**src/rtl/score_row_normalize.sv**
```systemverilog
// Row-wise max subtraction and rounded, saturating requantization of a score matrix.
// One element per cycle: a MAX pass then a NORM pass for each row, START/DONE handshake.
module score_row_normalize #(
    parameter int N     = 3,
    parameter int D     = 3,
    parameter int WIN   = 16,
    parameter int WOUT  = 8,
    parameter int SHIFT = 2
) (
    input  logic                   clk,
    input  logic                   reset,
    input  logic                   START,
    input  logic signed [WIN-1:0]  c [N][D],
    output logic signed [WOUT-1:0] q [N][D],
    output logic                   BUSY,
    output logic                   DONE
);

    localparam int RW  = (N > 1) ? $clog2(N) : 1;
    localparam int KW  = (D > 1) ? $clog2(D) : 1;
    localparam int RSH = (SHIFT > 0) ? SHIFT - 1 : 0;

    localparam logic signed [WIN+1:0] RND    = (SHIFT > 0) ? ((WIN+2)'(1) << RSH) : '0;
    localparam logic signed [WIN+1:0] SAT_HI = (WIN+2)'((2 ** (WOUT - 1)) - 1);
    localparam logic signed [WIN+1:0] SAT_LO = (WIN+2)'(-(2 ** (WOUT - 1)));

    typedef enum logic [1:0] {
        IDLE,
        MAX,
        NORM
    } state_t;

    state_t                  state;
    logic signed [WIN-1:0]   snap [N][D];
    logic signed [WIN-1:0]   rowmax;
    logic [RW-1:0]           r;
    logic [KW-1:0]           k;

    logic signed [WIN-1:0]   elem;
    logic signed [WIN:0]     diff;
    logic signed [WIN+1:0]   rounded;
    logic signed [WIN+1:0]   scaled;
    logic signed [WOUT-1:0]  sat;

    // diff needs WIN+1 bits (range -(2^WIN-1)..0); the rounding add gets one more
    always_comb begin
        elem    = snap[r][k];
        diff    = {elem[WIN-1], elem} - {rowmax[WIN-1], rowmax};
        rounded = {diff[WIN], diff} + RND;
        scaled  = rounded >>> SHIFT;
        if (scaled > SAT_HI) begin
            sat = SAT_HI[WOUT-1:0];
        end else if (scaled < SAT_LO) begin
            sat = SAT_LO[WOUT-1:0];
        end else begin
            sat = scaled[WOUT-1:0];
        end
    end

    always_ff @(posedge clk or posedge reset) begin
        if (reset) begin
            state  <= IDLE;
            BUSY   <= 1'b0;
            DONE   <= 1'b0;
            r      <= '0;
            k      <= '0;
            rowmax <= '0;
            for (int unsigned i = 0; i < N; i++) begin
                for (int unsigned j = 0; j < D; j++) begin
                    snap[i][j] <= '0;
                    q[i][j]    <= '0;
                end
            end
        end else begin
            case (state)
                IDLE: begin
                    DONE <= 1'b0;
                    if (START) begin
                        for (int unsigned i = 0; i < N; i++) begin
                            for (int unsigned j = 0; j < D; j++) begin
                                snap[i][j] <= c[i][j];
                            end
                        end
                        r     <= '0;
                        k     <= '0;
                        BUSY  <= 1'b1;
                        state <= MAX;
                    end
                end
                MAX: begin
                    if (k == '0) begin
                        rowmax <= elem;
                    end else if (elem > rowmax) begin
                        rowmax <= elem;
                    end
                    if (k == KW'(D - 1)) begin
                        k     <= '0;
                        state <= NORM;
                    end else begin
                        k <= k + 1'b1;
                    end
                end
                NORM: begin
                    q[r][k] <= sat;
                    if (k == KW'(D - 1)) begin
                        k <= '0;
                        if (r == RW'(N - 1)) begin
                            r     <= '0;
                            DONE  <= 1'b1;
                            BUSY  <= 1'b0;
                            state <= IDLE;
                        end else begin
                            r     <= r + 1'b1;
                            state <= MAX;
                        end
                    end else begin
                        k <= k + 1'b1;
                    end
                end
                default: state <= IDLE;
            endcase
        end
    end

endmodule

```
**config.mk**
```make
export PLATFORM = sky130hd
export DESIGN_NAME = score_row_normalize
export DESIGN_NICKNAME = d
export VERILOG_FILES = /design/src/rtl/score_row_normalize.sv
export SDC_FILE = /design/constraint.sdc
export NUM_CORES = 1
export LEC_CHECK = 0
export CORE_MARGIN = 3
export CORE_UTILIZATION = 48
export CTS_CLUSTER_DIAMETER = 150
export DETAILED_ROUTE_END_ITERATION = 10
export PLACE_DENSITY = 0.89
export SLEW_MARGIN = 0
export SYNTH_ARGS = -nofsm -noshare
export SYNTH_HDL_FRONTEND = slang
export SYNTH_SLANG_ARGS = --single-unit
```
**constraint.sdc**
```tcl
create_clock -name clk -period 7.62 [get_ports clk]
set_input_delay 0.762 -clock clk [delete_from_list [all_inputs] [get_ports clk]]
set_output_delay 0.762 -clock clk [all_outputs]
set_load 0.01 [all_outputs]
```
Word level (Yosys, flattened, before mapping) --
Cells that the tools add are included.
Word-level totals: flip-flop bits (word level) 240
Cells by class: add/sub/neg operators 4, magnitude comparators 7, equality and inequality tests 8, muxes and demuxes 33, bitwise gates (word level) 2, reductions and logical operators 15
Operators by type and width (number):
- $bmux W48 S2 | 1
- $mux W48 | 2
- $bwmux W72 | 1
- $mux W16 | 4
- $demux W24 S2 | 1
- $bmux W16 S2 | 1
- $mux W24 | 1
- $mux W8 | 3
- $add A17 B3 Y18 const B | 1
- $sub A16 B16 Y17 | 1
- $demux W8 S2 | 1
- $gt A16 B16 Y1 | 1
- $gt A16 B8 Y1 const B | 1
- $lt A16 B8 Y1 const B | 1
- $mux W2 | 7
- $reduce_and A3 Y1 | 3
- $ne A2 B2 Y1 const B | 4
- $pmux W2 S2 | 2
- $eq A2 B2 Y1 const B | 3
- $ge A3 B3 Y1 const B | 2
- $lt A3 B1 Y1 const B | 2
- $mux W1 | 6
- $not A2 Y3 | 2
- $pmux W2 S3 | 1
- 9 further kinds | 17

Depth between registers and ports, before layout --
Gate-level depths: netlist of the first run.
depth after elaboration 13, depth in mapped cells 21, depth with buffers taken out 16

Worst setup path after synthesis of the first run --
Ideal clock, no wire load.
path kind register to register, start point register r[1], end point register q[0] in the netlist's numbering, setup time 0.141 ns, arrival time 4.708 ns, data required time 7.479 ns, setup slack 2.771 ns, stages on the path, launching flop included 18, buffers on the path 6, period minus slack after synthesis 4.849 ns, path through dfrtp_1 -> clkbuf_1 -> clkbuf_1 -> clkbuf_1 -> clkbuf_1 -> o22a_1 -> o22ai_1 -> ha_1 -> fa_1 -> clkbuf_1 -> a21oi_1 -> o21ai_0 -> or4_1 -> o211ai_1 -> nand4_1 -> nand2_1 -> clkbuf_1 -> a31oi_1
Between the ends: cells in the longest elaborated chain, start to end 13, elaborated cells between the ends (all ways) 19
Ends and longest elaborated chain:
- start: declaration | RTL line 36 | logic [RW-1:0] r;
- start signal: assignment | RTL line 113 | r <= r + 1'b1;
- $not A2 Y3 (implied by the code) (*) | RTL line 47 | elem = snap[r][k];
- $bmux W48 S2 (*) | RTL line 47
- $mux W48 (implied by the code) (*) (2 in series) | RTL line 47
- $bmux W16 S2 (*) | RTL line 47
- $mux W16 (implied by the code) (*) (2 in series) | RTL line 47
- net elem[10] | RTL line 39 | logic signed [WIN-1:0] elem;
- $sub A16 B16 Y17 (*) | RTL line 48 | diff = {elem[WIN-1], elem} - {rowmax[WIN-1], rowmax};
- $add A17 B3 Y18 (*) | RTL line 49 | rounded = {diff[WIN], diff} + RND;
- $lt A16 B8 Y1 | RTL line 53 | end else if (scaled < SAT_LO) begin
- $mux W8 | RTL line 53
- $mux W8 (*) | RTL line 51 | if (scaled > SAT_HI) begin
- $bwmux W72 (*) | RTL line 104 | q[r][k] <= sat;
- end signal: indexed assignment | RTL line 104
- end: declaration | RTL line 14 | output logic signed [WOUT-1:0] q [N][D],
The timed path passes the listed nets; every way through them passes the cells marked *. The select of a mux whose other input is x is not followed. A chain may end at the register's enable or synchronous reset.

Worst setup path after layout of the first run --
start point register r[1], end point register q[56] in the netlist's numbering
The elaborated chain is that of the path after synthesis.

==> results.json, run 1 <==
{
  "status": "complete, no violations",
  "syn_area_um2": 11800,
  "synth-edff-count": 0,
  "clk_path_buf_depth": 3,
  "htreeDepth": 1,
  "min_path_type": "flop to flop",
  "utilization_pct": 63.7,
  "wl_per_cell_um": 19.7,
  "postCtsHoldBufs": 0,
  "grt_pass1_wl_um": 48700,
  "finalHoldViolCount": 0,
  "grt_use_total_pct": 22.8,
  "grt-ovfl-total": 0,
  "critPathMaxStageDelay_ns": 1.09,
  "maxSlewHeadroom_pct": 13.3,
  "synthCells": 1043,
  "gp_congestion": 0.939,
  "startpoint_type": "flop",
  "skew_ns": 0.0356,
  "cts_buffers": 25,
  "p_comb_share_pct": 57.8,
  "ys_seq_area_share_pct": 50.7,
  "cts_root_buffer": "clkbuf_16",
  "synth_cell_types": 56,
  "fp.dieH_um": 163,
  "grt_setup_unrepaired": "false",
  "clkTransAtPathRegs_ns": 0.07,
  "worstMarginPinSlew_ns": 1.30,
  "nets": 1429,
  "power_density_nw_per_um2": 524,
  "peakVddDrop_v": 0.000537,
  "ys.flop_type": "dfrtp_1",
  "dp_hpwl_um": 22200,
  "clockPowerShare_pct": 16.3,
  "critPathRequiredTime_ns": 8.00,
  "clkLatencyLatePin_ns": 0.55,
  "finalSetupViolCount": 0,
  "crit_fanout": 55,
  "cts_resized": 0,
  "tns_ns": 0,
  "syn_avg_cell_area_um2": 11.4,
  "crit_arrival_ns": 6.86,
  "cellInternalPower_mw": 4.40,
  "ios": 221,
  "period_minus_slack_ns": 6.48,
  "viasPerCell": 5.83,
  "coreArea_um2": 23900,
  "maxSlewViolCount": 0,
  "cts_tree": "done",
  "async_flop_share_pct": 100,
  "syn_nets": 1235,
  "first_iter_violations": 747,
  "endpoint_kind": "flop",
  "crit_type": "flop to flop",
  "grt_pass1_vias": 9475,
  "clock-sinks": 240,
  "rows": 56,
  "routed_wirelength_um": 31000,
  "portBuffers": 220,
  "synth_warnings": 0,
  "p_leak_nw": 6.31,
  "ys_ff_latch": 240,
  "p_switching_mw": 3.58,
  "slowest_stage": "nor2b_1",
  "postCtsSetupRepairBufs": 0,
  "pwr-share-seq_pct": 25.9,
  "diodes": 0,
  "period_share_pct": 85.0,
  "drc": 0,
  "ant_nets": 0,
  "maxCapViolations": 0,
  "die_area_um2": 26600,
  "antenna_found_initial": 1,
  "dr.pass1.iters": 5,
  "area.growth.synth_to_final_pct": 28.4,
  "timing.fmax_mhz": 154,
  "num_vias": 9184,
  "crit_path_cell_trace": "nor2b_1 -> nand2_1 -> o21ai_0 -> o21ai_0 -> o22ai_1 -> ha_1 -> fa_1 -> a21o_1 -> a221oi_2 -> o31ai_1 -> nand3_1 -> a21oi_1 -> a211o_1 -> nand2_1 -> buf_4 -> a31oi_1",
  "drive_gt1_share_pct": 18.2,
  "grt_max_degree": 90,
  "r2r_slack_ns": 1.14,
  "finalPower_mw": 7.97,
  "power_switching_share_pct": 44.9,
  "start_util_pct": 49.6,
  "die_w_um": 163
}
==> sequential cells by signal (all words and copies together) (netlist names) <==
register and cells:
BUSY 1, DONE 1, k 2, q 72, r 2, rowmax 16
snap 144, state 2
==> layout by cell type, fill, tap and decap left out, drive strengths merged, types with 14 or more instances in the layout <==
master,synthesis,final
nand2,69,69
clkdlybuf4s50,0,220
inv,32,34
dfrtp,240,240
mux2i,54,54
mux2,156,156
o22ai,21,21
a31oi,67,67
ha,37,37
buf,8,14
nor2,90,90
o22a,16,16
o21ai,47,47
a21oi,29,29
o221ai,16,16
clkbuf,59,38
==> final cells by class <==
cell class | instances | area [µm²]
clock inverter | 7 | 129
sequential | 240 | 6010
inverter | 32 | 128
timing repair buffer | 234 | 2310
multi-input combinational | 704 | 5480
clock buffer | 38 | 754
fill | 1760 | 8680
tap | 319 | 399
==> per-layer routing <==
metal | share of wire (%) | global-route usage [%] | vias to the layer above
li1 | - | - | 4177
met1 | 39 | 28.5 | 4523
met3 | 7.8 | 4.95 | 76
met2 | 51 | 39.9 | 406
met5 | 0.042 | 0 | -
met4 | 3.0 | 6.88 | 2
==> synthesized netlist by cell type, drive strengths merged, types with 8 or more instances <==
library cell / n / area share (%)
a21o: 8 / 0.51
a21oi: 29 / 1.2
a31oi: 67 / 3.5
buf: 8 / 0.30
clkbuf: 59 / 1.9
dfrtp: 240 / 51
fa: 8 / 1.4
ha: 37 / 3.9
inv: 32 / 1.0
mux2: 156 / 15
mux2i: 54 / 4.6
nand2: 69 / 2.2
nand3: 8 / 0.34
nor2: 90 / 2.9
o21ai: 47 / 2.1
o221ai: 16 / 1.2
o22a: 16 / 1.2
o22ai: 21 / 1.1
==> cell families (layout without fill, tap and decap cells) <==
family / Yosys count / in the layout / synth area share (%)
buffers and inverters: 99 / 311 / 3.18
adders and majority gates: 45 / 45 / 5.26
DFF: 240 / 240 / 50.7
and+or+nand+nor: 207 / 207 / 7.74
muxes: 210 / 210 / 19.4
AOI/OAI and AO/OA: 235 / 235 / 13.2
xor gates and xnor gates: 7 / 7 / 0.518
==> critical path: cells and delay by family, from the launching register on <==
family,cells,cell delay (ns)
buf+inv,1,0.33
compound gates,9,2.24
flops,1,0.75
fa+ha+maj,2,0.72
simple gates,4,2.22
==> power groups by stage <==
stage                     clock network, mW  registers, mW  logic [mW]
after detailed placement                  0           2.07        4.51
after CTS                              1.31           2.06        4.56
after global routing                   1.36           2.11        5.01
after global placement                    0           2.04        4.41
after floorplan                           0           2.01        3.33
final                                  1.30           2.07        4.61
==> through the flow <==
step	hold WS, ns	setup WS [ns]	instance area [µm²]	instances
detailed placement	0.493	1.31	14300	1529
finish	0.505	1.14	15200	1574
CTS	0.507	1.23	15200	1574
global placement	0.485	1.45	14300	1529
floorplan	0.479	0.270	11800	1043
global route	0.512	0.682	15200	1574
==> worst paths after layout <==
kind | startpoint | endpoint | cells after the start
worst max register to register | r[1]$_DFFE_PP0P_ | q[56]$_DFFE_PP0P_ | 16
min in group asynchronous | reset | q[45]$_DFFE_PP0P_ | 2
worst min-delay path | rowmax[6]$_DFFE_PP0P_ | rowmax[6]$_DFFE_PP0P_ | 1
worst max-delay path | r[1]$_DFFE_PP0P_ | q[56]$_DFFE_PP0P_ | 16
worst min register to register | rowmax[6]$_DFFE_PP0P_ | rowmax[6]$_DFFE_PP0P_ | 1
max in group asynchronous | reset | r[1]$_DFFE_PP0P_ | 3
No activity file was read; power rests on OpenSTA's default activity.
==> run 2: changes to the inputs <==
--- a/config.mk
+++ b/config.mk
@@ -6,10 +6,12 @@
 export NUM_CORES = 1
 export LEC_CHECK = 0
 export CORE_MARGIN = 3
-export CORE_UTILIZATION = 48
+export CORE_UTILIZATION = 54
+export CTS_BUF_LIST = sky130_fd_sc_hd__clkbuf_8
 export CTS_CLUSTER_DIAMETER = 150
 export DETAILED_ROUTE_END_ITERATION = 10
-export PLACE_DENSITY = 0.89
+export PLACE_DENSITY = 0.94
+export SKIP_LAST_GASP = 1
 export SLEW_MARGIN = 0
 export SYNTH_ARGS = -nofsm -noshare
 export SYNTH_HDL_FRONTEND = slang
==> constraint.sdc (replaced) <==
create_clock -name clk -period 6.32 [get_ports clk]
set_input_delay 0.632 -clock clk [delete_from_list [all_inputs] [get_ports clk]]
set_output_delay 0.632 -clock clk [all_outputs]
set_load 0.01 [all_outputs]
==> run 2 against run 1 <==
  * Cell area down 0.36%
  * Flip-flop and latch count unchanged
  * Via count rose by 3.2%
  * Total power increased by 19%
  * Combinational power increased by 21%
  * Final cell count fell by 1.0%
  * Clock power up 8%
  * Critical path type unchanged
  * Largest power group unchanged
==> results.json, run 2 (synthesized netlist as in run 1, its figures left out) <==
{
  "crit_arrival_ns": 5.87,
  "final_common_cell": "dfrtp_1",
  "min_path_type": "flop to flop",
  "clockPowerShare_pct": 14.9,
  "instances_no_fill": 1558,
  "largest_reg_flops": 144,
  "portBuffers": 220,
  "maxCapViolations": 0,
  "crit_path_cell_trace": "buf_12 -> mux2i_1 -> o221ai_1 -> o21ai_0 -> o22a_1 -> ha_1 -> nor2_1 -> fa_1 -> a21o_1 -> a221oi_2 -> nor2_1 -> a211oi_1 -> nand4_1 -> nor4_4 -> o21ai_2 -> a31oi_1",
  "viasPerCell": 6.09,
  "critPathRequiredTime_ns": 6.74,
  "cts_tree": "done",
  "die_area_um2": 23700,
  "reg_top3": "snap x144, q x72, rowmax x16",
  "skew_ns": 0.0245,
  "grt_max_degree": 181,
  "area.growth.synth_to_final_pct": 27.9,
  "period_minus_slack_ns": 5.46,
  "worstMarginPinSlew_ns": 1.12,
  "clock-sinks": 240,
  "maxSlewViolCount": 0,
  "endpoint_kind": "flop",
  "die_w_um": 154,
  "dp.cells": 1487,
  "clkTransAtPathRegs_ns": 0.06,
  "crit_fanout": 54,
  "coreArea_um2": 21300,
  "cts_buffers": 39,
  "finalSetupViolCount": 0,
  "grt_pass1_wl_um": 52100,
  "setup_slack_ns": 0.865,
  "antenna_found_initial": 0,
  "pwr-share-seq_pct": 26.5,
  "gp_congestion": 0.953,
  "most-common-layout-cells": "dfrtp_1 (238), clkdlybuf4s50_1 (220), mux2_2 (156)",
  "postCtsHoldBufs": 0,
  "diodes": 0,
  "cellInternalPower_mw": 5.13,
  "status": "complete, no violations",
  "start_util_pct": 55.6,
  "crit_top_cell": "nor2_1",
  "p_switching_mw": 4.37,
  "cts_root_buffer": "clkbuf_8",
  "crit_type": "flop to flop",
  "startpoint_type": "flop",
  "ios": 221,
  "peakVddDrop_v": 0.000711,
  "wl_per_cell_um": 21.2,
  "nets": 1445,
  "p_leak_nw": 6.35,
  "ant_nets": 0,
  "fp.dieH_um": 154,
  "grt_use_total_pct": 27.2,
  "htreeDepth": 2,
  "dp_hpwl_um": 23200,
  "timing.fmax_mhz": 183,
  "post_dp_cell_area_um2": 14300,
  "top_register": "snap",
  "num_vias": 9482,
  "period_share_pct": 86.3,
  "maxSlewHeadroom_pct": 25.0,
  "dr.pass1.iters": 7,
  "first_iter_violations": 875,
  "grt_setup_unrepaired": "false",
  "clkLatencyLatePin_ns": 0.53,
  "finalHoldViolCount": 0,
  "critPathMaxStageDelay_ns": 0.74,
  "slowest_stage": "dfrtp_4",
  "grt_pass1_vias": 9812,
  "routed_wirelength_um": 33100,
  "stdcell_area_um2": 15200,
  "finalPower_mw": 9.50,
  "drive_gt1_share_pct": 20.0,
  "rows": 53,
  "cts_resized": 0,
  "drc": 0,
  "grt-ovfl-total": 0,
  "clk_path_buf_depth": 3,
  "power_density_nw_per_um2": 627,
  "postCtsSetupRepairBufs": 0,
  "power_switching_share_pct": 46.0,
  "dp_slack_ns": 1.12,
  "tns_ns": 0,
  "p_comb_share_pct": 58.6
}
-- run 2: cell types whose count changed in the layout (fill, tap and decap cells not counted), sizes merged --
cell | previous run | this run
buf | 14 | 16
clkinvlp | 0 | 2
clkinv | 2 | 7
inv | 34 | 38
bufinv | 3 | 0
clkbuf | 38 | 56
-- run 2: area by class of cell --
cell class,count,area (µm²)
fillers,1369,6130
flip-flops and latches,240,6010
multi-input cells,704,5490
repair buffers,236,2350
clock buffers,56,771
well taps,275,344
inverters,32,124
clock inverters,15,73.8
-- run 2: final timing paths --
path | end | from | slack, ns | depth (start not counted)
hold / removal | snap[120]$_DFFE_PP0P_ | snap[120]$_DFFE_PP0P_ | 0.51 | 1
setup reg to reg | q[16]$_DFFE_PP0P_ | r[1]$_DFFE_PP0P_ | 0.86 | 16
min in group asynchronous | snap[139]$_DFFE_PP0P_ | reset | 0.70 | 3
max in group asynchronous | q[24]$_DFFE_PP0P_ | reset | 4.11 | 4
hold reg to reg | snap[120]$_DFFE_PP0P_ | snap[120]$_DFFE_PP0P_ | 0.51 | 1
setup / recovery | q[16]$_DFFE_PP0P_ | r[1]$_DFFE_PP0P_ | 0.86 | 16
-- run 2: stage by stage --
stage / hold WS [ns] / utilization, %
2_1_floorplan: 0.479 / -
3_3_place_gp: 0.486 / 67.2
3_5_place_dp: 0.492 / 67.2
4_1_cts: 0.507 / 71.2
5_1_grt: 0.520 / 71.2
6_report: 0.505 / 71.2
-- run 2: power groups by stage --
stage                     Sequential (mW)  Clock, mW  Combinational, mW
final                                2.52       1.41               5.57
after global routing                 2.57       1.49               6.05
after CTS                            2.51       1.42               5.48
after detailed placement             2.51          0               5.41
after global placement               2.47          0               5.20
after floorplan                      2.42          0               4.01
-- run 2: critical path: cells and delay by family, from the launching register on --
kind	cells	cell delay (ns)
AO/OA/AOI/OAI	8	2.24
AND/OR/NAND/NOR	4	1.02
flip-flops	1	0.74
adder cells (fa/ha/maj)	2	0.61
buffers and inverters	1	0.37
multiplexers	1	0.30
-- run 2: per-layer routing --
metal / wire length (µm) / up-vias / track usage (%) / part of all wire (%)
met3: 2510 / 78 / 5.43 / 7.6
met4: 1030 / 0 / 8.79 / 3.1
met5: 0 / - / 0 / 0
li1: - / 4201 / - / -
met1: 12700 / 4722 / 34.8 / 38
met2: 16800 / 481 / 46.8 / 51
==> run 3: changes to the inputs <==
--- a/config.mk
+++ b/config.mk
@@ -5,6 +5,7 @@
 export SDC_FILE = /design/constraint.sdc
 export NUM_CORES = 1
 export LEC_CHECK = 0
+export CORE_ASPECT_RATIO = 0.8
 export CORE_MARGIN = 3
 export CORE_UTILIZATION = 54
 export CTS_BUF_LIST = sky130_fd_sc_hd__clkbuf_8
@@ -12,7 +13,7 @@
 export DETAILED_ROUTE_END_ITERATION = 10
 export PLACE_DENSITY = 0.94
 export SKIP_LAST_GASP = 1
-export SLEW_MARGIN = 0
+export SLEW_MARGIN = 15
 export SYNTH_ARGS = -nofsm -noshare
 export SYNTH_HDL_FRONTEND = slang
 export SYNTH_SLANG_ARGS = --single-unit
==> run 3 against run 2 <==
  * Total power rose by 0.30%
  * Non-clock buffer count rose by 7
  * First-iteration DRC count rose by 4.1%
  * Critical path depth rose by 1
  * Clock skew rose by 0.0026 ns
  * Sequential share of layout area did not move
  * Core utilization rose by 0.59 points
  * Routed wire length rose by 2.5%
  * Worst setup slack got worse by 0.073 ns
  * Hold slack got worse by 0.081 ns
  * Sequential power barely moved
==> results.json, run 3 (synthesized netlist as in run 1, its figures left out) <==
{
  "skew_ns": 0.0271,
  "clk_path_buf_depth": 3,
  "clock-sinks": 240,
  "start_util_pct": 56.1,
  "area.growth.synth_to_final_pct": 27.9,
  "grt_max_degree": 70,
  "cts_resized": 0,
  "postCtsSetupRepairBufs": 0,
  "min_path_type": "input pin to async pin",
  "worstMarginPinSlew_ns": 1.10,
  "peakVddDrop_v": 0.000421,
  "r2r_slack_ns": 0.79,
  "ant_nets": 0,
  "routed_wirelength_um": 33900,
  "drive_gt1_share_pct": 19.8,
  "finalSetupViolCount": 0,
  "ios": 221,
  "grt_pass1_wl_um": 52800,
  "maxSlewViolCount": 0,
  "clkLatencyLatePin_ns": 0.55,
  "startpoint_type": "flop",
  "period_share_pct": 87.5,
  "p_leak_nw": 6.39,
  "grt-ovfl-total": 0,
  "critPathRequiredTime_ns": 6.70,
  "grt_setup_unrepaired": "false",
  "crit_fanout": 45,
  "critPathMaxStageDelay_ns": 0.69,
  "tns_ns": 0,
  "drc": 0,
  "whs_ns": 0.425,
  "cts_buffers": 39,
  "viasPerCell": 6.12,
  "gp_congestion": 0.917,
  "nets": 1452,
  "utilization_pct": 71.8,
  "postCtsHoldBufs": 0,
  "die_area_um2": 23800,
  "final_common_cell": "dfrtp_1",
  "wl_per_cell_um": 21.7,
  "maxCapViolations": 0,
  "critical_path.top_delay_family": "compound AO/OA/AOI/OAI gates",
  "grt_pass1_vias": 9715,
  "slowest_stage": "dfrtp_4",
  "cts_root_buffer": "clkbuf_8",
  "r2r-end": "q[26]$_DFFE_PP0P_",
  "most-common-layout-cells": "dfrtp_1 (238), clkdlybuf4s50_1 (220), mux2_2 (156)",
  "fillCellCount": 1345,
  "largest_reg_flops": 144,
  "r2r-start": "r[1]$_DFFE_PP0P_",
  "dp_hpwl_um": 24100,
  "portBuffers": 220,
  "die_w_um": 172,
  "power_density_nw_per_um2": 629,
  "htreeDepth": 2,
  "status": "complete, no violations",
  "top_register": "snap",
  "timing.fmax_mhz": 181,
  "finalHoldViolCount": 0,
  "cts_tree": "done",
  "endpoint_kind": "flop",
  "worst-path-buf-inv": 2,
  "clkTransAtPathRegs_ns": 0.06,
  "rows": 47,
  "grt_use_total_pct": 27.8,
  "coreArea_um2": 21100,
  "fp.dieH_um": 138,
  "antenna_found_initial": 2,
  "rr_worst_depth": 17,
  "setup_slack_ns": 0.792,
  "reg_top3": "snap x144, q x72, rowmax x16",
  "crit_path_cell_trace": "nor2b_1 -> buf_4 -> nand2_1 -> o21ai_0 -> o21ai_0 -> o22ai_1 -> ha_1 -> fa_1 -> a21o_1 -> a221oi_2 -> o31ai_1 -> nand3_1 -> a21oi_1 -> a211o_1 -> nand2_1 -> buf_4 -> a31oi_1",
  "dp_slack_ns": 1.00,
  "crit_arrival_ns": 5.91,
  "num_vias": 9554,
  "dr.pass1.iters": 6,
  "first_iter_violations": 911,
  "period_minus_slack_ns": 5.53,
  "crit_type": "flop to flop",
  "maxSlewHeadroom_pct": 26.1
}
[run 3: layout make-up]
class	count	area, µm²	share of cell area [%]
Antenna cell	1	2.50	0.0165
Clock inverter	25	179	1.18
Clock buffer	46	633	4.18
Sequential cell	240	6010	39.7
Inverter	32	124	0.817
Multi-Input combinational cell	704	5480	36.2
Timing Repair Buffer	243	2390	15.8
Tap cell	269	337	2.22
[run 3: metal layers]
layer,track usage [%],share of wire (%),up-vias
met5,0,0.032,-
li1,-,-,4224
met1,40.5,42,4760
met2,43.5,47,492
met4,7.49,2.4,2
met3,4.79,8.4,76
[run 3: through the flow]
stage,power [mW],std cells,cell area (µm²)
finish,9.53,1560,15200
global route,10.1,1560,15200
CTS,9.41,1558,15100
floorplan,6.43,1043,11800
global placement,7.79,1487,14300
detailed placement,7.96,1487,14300
[run 3: worst max path at each step]
stage                                start                end  slack, ns  cells after the start
after global placement    r[1]$_DFFE_PP0P_  q[34]$_DFFE_PP0P_       1.12                     14
final                     r[1]$_DFFE_PP0P_  q[26]$_DFFE_PP0P_       0.79                     17
after floorplan           r[1]$_DFFE_PP0P_   q[0]$_DFFE_PP0P_       1.47                     17
after detailed placement  r[1]$_DFFE_PP0P_  q[38]$_DFFE_PP0P_       1.00                     16
after CTS                 r[1]$_DFFE_PP0P_  q[26]$_DFFE_PP0P_       0.96                     17
after global routing      r[1]$_DFFE_PP0P_  q[27]$_DFFE_PP0P_       0.50                     16
[run 3: power breakdown]
group | internal, mW | total [mW] | switching (mW)
registers | 2.15 | 2.51 | 0.359
clock network | 0.753 | 1.39 | 0.640
logic | 2.21 | 5.63 | 3.43
total | 5.11 | 9.53 | 4.43
